## src/rtl/sccb_pkg.sv

```systemverilog
// Shared SCCB responder definitions: FSM state encoding and bus-level constants.
`timescale 1ns / 100ps
package sccb_pkg;

  typedef enum logic [3:0] {
    StIdle,
    StId,
    StIdAck,
    StSub,
    StSubAck,
    StWdata,
    StWdataAck,
    StRdata,
    StRdNa,
    StIgnore
  } sccb_state_e;

  // Last bit of the ID byte selects transfer direction
  localparam logic RW_WRITE = 1'b0;
  localparam logic RW_READ  = 1'b1;
  // Level on SIO_D that acknowledges a byte
  localparam logic ACK      = 1'b0;

endpackage

```

## src/rtl/sccb_bus_sync.sv

```systemverilog
// Synchronises SIO_C/SIO_D into iclk and derives START/STOP and SCL edge events.
`timescale 1ns / 100ps
module sccb_bus_sync #(
  parameter int unsigned SYNC_STAGES = 2
) (
  input  logic iclk,
  input  logic irst_n,
  input  logic iscl,
  input  logic isda,
  output logic scl_rise,
  output logic scl_fall,
  output logic start_det,
  output logic stop_det,
  output logic sda_s
);

  logic [SYNC_STAGES-1:0] scl_sync_q;
  logic [SYNC_STAGES-1:0] sda_sync_q;
  logic                   scl_h_q;
  logic                   sda_h_q;
  logic                   scl_s;

  // Reset to the idle-bus level so releasing reset never fakes a START or STOP
  always_ff @(posedge iclk or negedge irst_n) begin
    if (!irst_n) begin
      scl_sync_q <= '1;
      sda_sync_q <= '1;
      scl_h_q    <= 1'b1;
      sda_h_q    <= 1'b1;
    end else begin
      scl_sync_q <= {scl_sync_q[SYNC_STAGES-2:0], iscl};
      sda_sync_q <= {sda_sync_q[SYNC_STAGES-2:0], isda};
      scl_h_q    <= scl_sync_q[SYNC_STAGES-1];
      sda_h_q    <= sda_sync_q[SYNC_STAGES-1];
    end
  end

  always_comb begin
    scl_s     = scl_sync_q[SYNC_STAGES-1];
    sda_s     = sda_sync_q[SYNC_STAGES-1];
    scl_rise  = scl_s & ~scl_h_q;
    scl_fall  = ~scl_s & scl_h_q;
    start_det = scl_s & scl_h_q & sda_h_q & ~sda_s;
    stop_det  = scl_s & scl_h_q & ~sda_h_q & sda_s;
  end

endmodule

```

## src/rtl/sccb_responder.sv

```systemverilog
// SCCB slave with an internal register file; decodes 3-phase writes and 2+2-phase reads.
`timescale 1ns / 100ps
module sccb_responder
  import sccb_pkg::*;
#(
  parameter logic [6:0]  DEV_ADDR    = 7'h30,
  parameter int unsigned ADDR_W      = 8,
  parameter int unsigned SYNC_STAGES = 2
) (
  input  logic              iclk,
  input  logic              irst_n,
  input  logic              iscl,
  input  logic              isda,
  output logic              osda_oe,
  output logic              owr_stb,
  output logic [ADDR_W-1:0] owr_addr,
  output logic [7:0]        owr_data,
  output logic              obusy
);

  localparam int unsigned DEPTH = 2 ** ADDR_W;

  logic scl_rise;
  logic scl_fall;
  logic start_det;
  logic stop_det;
  logic sda_s;

  sccb_bus_sync #(
    .SYNC_STAGES(SYNC_STAGES)
  ) u_bus_sync (
    .iclk     (iclk),
    .irst_n   (irst_n),
    .iscl     (iscl),
    .isda     (isda),
    .scl_rise (scl_rise),
    .scl_fall (scl_fall),
    .start_det(start_det),
    .stop_det (stop_det),
    .sda_s    (sda_s)
  );

  sccb_state_e       state_q;
  logic [3:0]        bit_cnt_q;
  logic [7:0]        shift_q;
  logic [ADDR_W-1:0] ptr_q;
  logic [7:0]        regfile_q [DEPTH];
  logic              sda_oe_q;
  logic              wr_stb_q;
  logic [ADDR_W-1:0] wr_addr_q;
  logic [7:0]        wr_data_q;
  logic              busy_q;
  logic [7:0]        byte_in;

  assign byte_in = {shift_q[6:0], sda_s};

  always_ff @(posedge iclk or negedge irst_n) begin
    if (!irst_n) begin
      state_q   <= StIdle;
      bit_cnt_q <= '0;
      shift_q   <= '0;
      ptr_q     <= '0;
      sda_oe_q  <= 1'b0;
      wr_stb_q  <= 1'b0;
      wr_addr_q <= '0;
      wr_data_q <= '0;
      busy_q    <= 1'b0;
      for (int i = 0; i < DEPTH; i++) regfile_q[i] <= '0;
    end else begin
      wr_stb_q <= 1'b0;
      if (stop_det) begin
        state_q  <= StIdle;
        sda_oe_q <= 1'b0;
        busy_q   <= 1'b0;
      end else if (start_det) begin
        state_q   <= StId;
        bit_cnt_q <= '0;
        sda_oe_q  <= 1'b0;
        busy_q    <= 1'b1;
      end else if (scl_rise) begin
        case (state_q)
          StId, StSub, StWdata: begin
            if (bit_cnt_q < 4'd8) begin
              shift_q   <= byte_in;
              bit_cnt_q <= bit_cnt_q + 4'd1;
              if (bit_cnt_q == 4'd7 && state_q == StSub) ptr_q <= ADDR_W'(byte_in);
              if (bit_cnt_q == 4'd7 && state_q == StWdata) begin
                regfile_q[ptr_q] <= byte_in;
                wr_stb_q         <= 1'b1;
                wr_addr_q        <= ptr_q;
                wr_data_q        <= byte_in;
              end
            end
          end
          default: ;
        endcase
      end else if (scl_fall) begin
        case (state_q)
          StId: begin
            if (bit_cnt_q == 4'd8) begin
              if (shift_q[7:1] == DEV_ADDR) begin
                state_q  <= StIdAck;
                sda_oe_q <= ~ACK;
              end else begin
                state_q <= StIgnore;
              end
            end
          end
          StSub: begin
            if (bit_cnt_q == 4'd8) begin
              state_q  <= StSubAck;
              sda_oe_q <= ~ACK;
            end
          end
          StWdata: begin
            if (bit_cnt_q == 4'd8) begin
              state_q  <= StWdataAck;
              sda_oe_q <= ~ACK;
            end
          end
          StIdAck: begin
            bit_cnt_q <= '0;
            case (shift_q[0])
              RW_WRITE: begin
                state_q  <= StSub;
                sda_oe_q <= 1'b0;
              end
              RW_READ: begin
                // Read byte is latched here and its MSB presented on this same fall
                state_q  <= StRdata;
                shift_q  <= regfile_q[ptr_q];
                sda_oe_q <= ~regfile_q[ptr_q][7];
              end
            endcase
          end
          StSubAck: begin
            state_q   <= StWdata;
            bit_cnt_q <= '0;
            sda_oe_q  <= 1'b0;
          end
          StWdataAck: begin
            state_q  <= StIgnore;
            sda_oe_q <= 1'b0;
          end
          StRdata: begin
            if (bit_cnt_q == 4'd7) begin
              state_q  <= StRdNa;
              sda_oe_q <= 1'b0;
            end else begin
              shift_q   <= {shift_q[6:0], 1'b0};
              sda_oe_q  <= ~shift_q[6];
              bit_cnt_q <= bit_cnt_q + 4'd1;
            end
          end
          StRdNa: state_q <= StIgnore;
          default: ;
        endcase
      end
    end
  end

  assign osda_oe  = sda_oe_q;
  assign owr_stb  = wr_stb_q;
  assign owr_addr = wr_addr_q;
  assign owr_data = wr_data_q;
  assign obusy    = busy_q;

endmodule

```

## config.mk

```make
export PLATFORM = sky130hd
export DESIGN_NAME = sccb_responder
export DESIGN_NICKNAME = d
export VERILOG_FILES = /design/src/rtl/sccb_pkg.sv /design/src/rtl/sccb_bus_sync.sv /design/src/rtl/sccb_responder.sv
export SDC_FILE = /design/constraint.sdc
export NUM_CORES = 2
export LEC_CHECK = 0
export CORE_MARGIN = 1.5
export CORE_UTILIZATION = 40
export CTS_CLUSTER_SIZE = 16
export DETAILED_ROUTE_END_ITERATION = 8
export PLACE_DENSITY_LB_ADDON = 0.15
export SYNTH_ARGS = -nofsm -noshare
export SYNTH_HDL_FRONTEND = slang
export SYNTH_SLANG_ARGS = --single-unit
```

## constraint.sdc

```tcl
create_clock -name iclk -period 8.6 [get_ports iclk]
set_clock_uncertainty 0.2 [all_clocks]
set_input_delay 0.86 -clock iclk [delete_from_list [all_inputs] [get_ports iclk]]
set_output_delay 0.86 -clock iclk [all_outputs]
set_load 0.02 [all_outputs]
```

==> results.sh <==
export IMPL_timing_rr_end="shift_q[3]"
export IMPL_cts_tree="built"
export IMPL_grt_overflow_total=0
export IMPL_placed_cell_area_um2=98500
export IMPL_cpPeakStageDelay_ns=1.12
export IMPL_maxSlewViolCount=0
export IMPL_power_per_cell_area_nw_per_um2=198
export IMPL_dieHeight_um=491
export IMPL_crit_chain="buf_12, buf_4, mux4_2, a22oi_1, a21oi_1, o41ai_1, nand4_1, nand3_1, a31oi_1"
export IMPL_cp_start_kind="flip-flop"
export IMPL_synth_cells=6043
export IMPL_clkTransAtPathRegs_ns=0.06
export IMPL_first_global_vias=56718
export IMPL_rr_worst_depth=9
export IMPL_path_max_fanout=82
export IMPL_drc_errors=0
export IMPL_root_buffer="clkbuf_16"
export IMPL_finalHoldViolCount=0
export IMPL_cts_max_level=4
export IMPL_clockBufferDepth=3
export IMPL_setup_viol=0
export IMPL_ys_flop_type="dfrtp_1"
export IMPL_max_slew_margin_pct=6.47
export IMPL_final_cell_mix="dfrtp_1 (2,080), mux2_2 (2,075), mux4_2 (518), clkbuf_16 (230), a22oi_1 (221)"
export IMPL_regToRegStartpoint="ptr_q[0]"
export IMPL_async_flop_share_pct=100
export IMPL_grtUsageTotal_pct=22.3
export IMPL_post_cts_resize_count=0
export IMPL_first_pass_iters=7
export IMPL_maxCapViolations=0
export IMPL_drive_gt1_share_pct=54.4
export IMPL_routedWlPerCell_um=28.7
export IMPL_drt_iter0_markers=3591
export IMPL_dieArea_um2=241000
export IMPL_rsz0062_at_grt="no"
export IMPL_via_per_inst=5.80
export IMPL_clock_latency_ns=0.88
export IMPL_rows=178
export IMPL_slowest_stage="o41ai_1"
export IMPL_stdcell_area_um2=106000
export IMPL_reg2reg_setup_slack_ns=3.40
export IMPL_grt_max_degree=225
export IMPL_max_slew_worst_pin_slew_ns=1.38
export IMPL_cts_sinks=2097
export IMPL_synthTopCellsByArea="dfrtp_1 (55%), mux2_2 (25%), mux4_2 (12%)"
export IMPL_cp_arrival_ns=5.70
export IMPL_critPathKind="reg -> reg"
export IMPL_fin_crit_ns=5.20
export IMPL_numCtsBuffers=227
export IMPL_fillers=20605
export IMPL_ys_ff_latch=2097
export IMPL_stdcell_count=9276
export IMPL_startpoint="ptr_q[0]"
export IMPL_setup_tns_final_ns=0
export IMPL_core_um2=236000
export IMPL_dpl_cell_count=8845
export IMPL_vias=53791
export IMPL_critPathCapture="shift_q[3]"
export IMPL_holdWs_ns=0.164
export IMPL_yosysWarnings=0
export IMPL_final_util_pct=45.0
export IMPL_layout_commonest_cell="dfrtp_1"
export IMPL_synth_fp_nets=6052
export IMPL_ys_types=63
export IMPL_hp_class="reg -> reg"
export IMPL_grt_pass1_wl_um=402000
export IMPL_worstPathRequired_ns=9.11
export IMPL_initial_utilization_pct=40.3
export IMPL_syn_avg_cell_area_um2=15.7
export IMPL_hpwl_um=160000
export IMPL_ant_nets=0
export IMPL_ys_seq_area_share_pct=55.2
export IMPL_fmax_mhz=192
export IMPL_netlist_area_leader_share_pct=55.0
export IMPL_antenna_found_initial=6
export IMPL_critPathCaptureType="flip-flop"
export IMPL_syn_area_um2=95100
export IMPL_die_w_um=491
export IMPL_fin_nets=5934
export IMPL_p_leak_uw=0.0484
export IMPL_totalWireLength_um=266000
export IMPL_status="complete, no violations"
export IMPL_synth_edf_count=0
export IMPL_vdd_drop_max_uv=239
export IMPL_port_buffers=22
export IMPL_io_pins=23
export IMPL_synth_top_cell_by_area="dfrtp_1"
export IMPL_area_growth_pct=11.7
export IMPL_min_period_over_period_pct=60.4
export IMPL_gp_congestion=0.820
## sequential cells by signal, summed over array words and instances, names as in the netlist
| register | cells |
|---|---|
| owr_data | 8 |
| bit_cnt_q | 4 |
| shift_q | 8 |
| u_bus_sync.sda_sync_q | 2 |
| u_bus_sync.scl_sync_q | 2 |
| owr_addr | 8 |
| regfile_q | 2048 |
| u_bus_sync.sda_h_q | 1 |
| u_bus_sync.scl_h_q | 1 |
| state_q | 4 |
| ptr_q | 8 |
| obusy | 1 |
| osda_oe | 1 |
| owr_stb | 1 |
## worst min path at each step
stage / from / end / slack [ns] / cells after the start
after floorplan: u_bus_sync.scl_sync_q[0] / u_bus_sync.scl_sync_q[1] / 0.15 / 0
after global placement: u_bus_sync.scl_sync_q[0] / u_bus_sync.scl_sync_q[1] / 0.16 / 0
after detailed placement: u_bus_sync.scl_sync_q[0] / u_bus_sync.scl_sync_q[1] / 0.16 / 0
after CTS: isda / u_bus_sync.sda_sync_q[0] / 0.11 / 1
after global routing: isda / u_bus_sync.sda_sync_q[0] / 0.15 / 1
final: u_bus_sync.scl_sync_q[0] / u_bus_sync.scl_sync_q[1] / 0.16 / 0
## layer usage
layer  part of all wire, %  global-route usage [%]  vias to the layer above  wire (um)
met5                     0                       0                        -          0
met4                   2.5                    6.07                        0       6610
met3                   4.1                    3.17                      334      10800
met2                    47                    34.9                     1043     126000
met1                    46                    32.3                    29938     123000
li1                      -                       -                    22476          -
## final cells by class
type	instances	area, um2	share of cell area [%]
Clock buffer	355	6840	6.43
Inverter	7	26.3	0.0247
Antenna cell	1	2.50	0.00236
Sequential cell	2097	52500	49.4
Timing Repair Buffer	130	1340	1.26
Clock inverter	74	878	0.827
Tap cell	3150	3940	3.71
Multi-Input combinational cell	3462	40700	38.3
## cells in the mapped netlist, types with 7 or more instances
cell and instances:
mux2i_1 15, nand2_1 43, inv_1 7, a21oi_1 116, o21ai_0 13, clkbuf_1 310
and2_1 7, a22oi_1 221, nand4_1 7, mux2_2 2075, a31oi_1 11, buf_4 20
buf_2 122, nor3_1 7, nor2b_1 19, o41ai_1 25, nor2_1 76, buf_1 20
nand3_2 7, mux4_2 518, nor2_2 207, dfrtp_1 2091, nand3_1 23
## stage by stage
stage / power [uW] / worst slack (ns)
after detailed placement: 11100 / 3.45
after global routing: 21700 / 3.20
after CTS: 21200 / 3.42
after global placement: 11100 / 3.44
final: 21000 / 3.40
after floorplan: 10600 / 5.59
## worst max-delay path: cells and delay by family, from the launching register on
family,cells,cell delay (ns)
and+or+nand+nor,2,0.41
DFF,1,0.86
muxes,1,0.57
AOI/OAI and AO/OA,4,1.75
buffers and inverters,2,1.12
## timing repair
action	4_1_cts	5_1_grt
hold endpoints to repair	94	0
hold buffers	1	0
setup buffers	0	0
## report_power, final
| group | total (uW) | internal [uW] | switching (uW) |
|---|---|---|---|
| Clock | 10000 | 5850 | 4180 |
| Combinational | 894 | 102 | 791 |
| Sequential | 10100 | 9890 | 172 |
| Total | 21000 | 15800 | 5140 |
## logic make-up after synthesis
family	count (synthesis)	share of synthesized area, %
AOI/OAI and AO/OA	422	3.05
xor gates and xnor gates	3	0.0276
adders and majority gates	5	0.0658
buffers and inverters	484	2.19
DFF	2097	55.2
muxes	2608	37.0
and+or+nand+nor	424	2.49
Power figures use the tool's default switching activity.
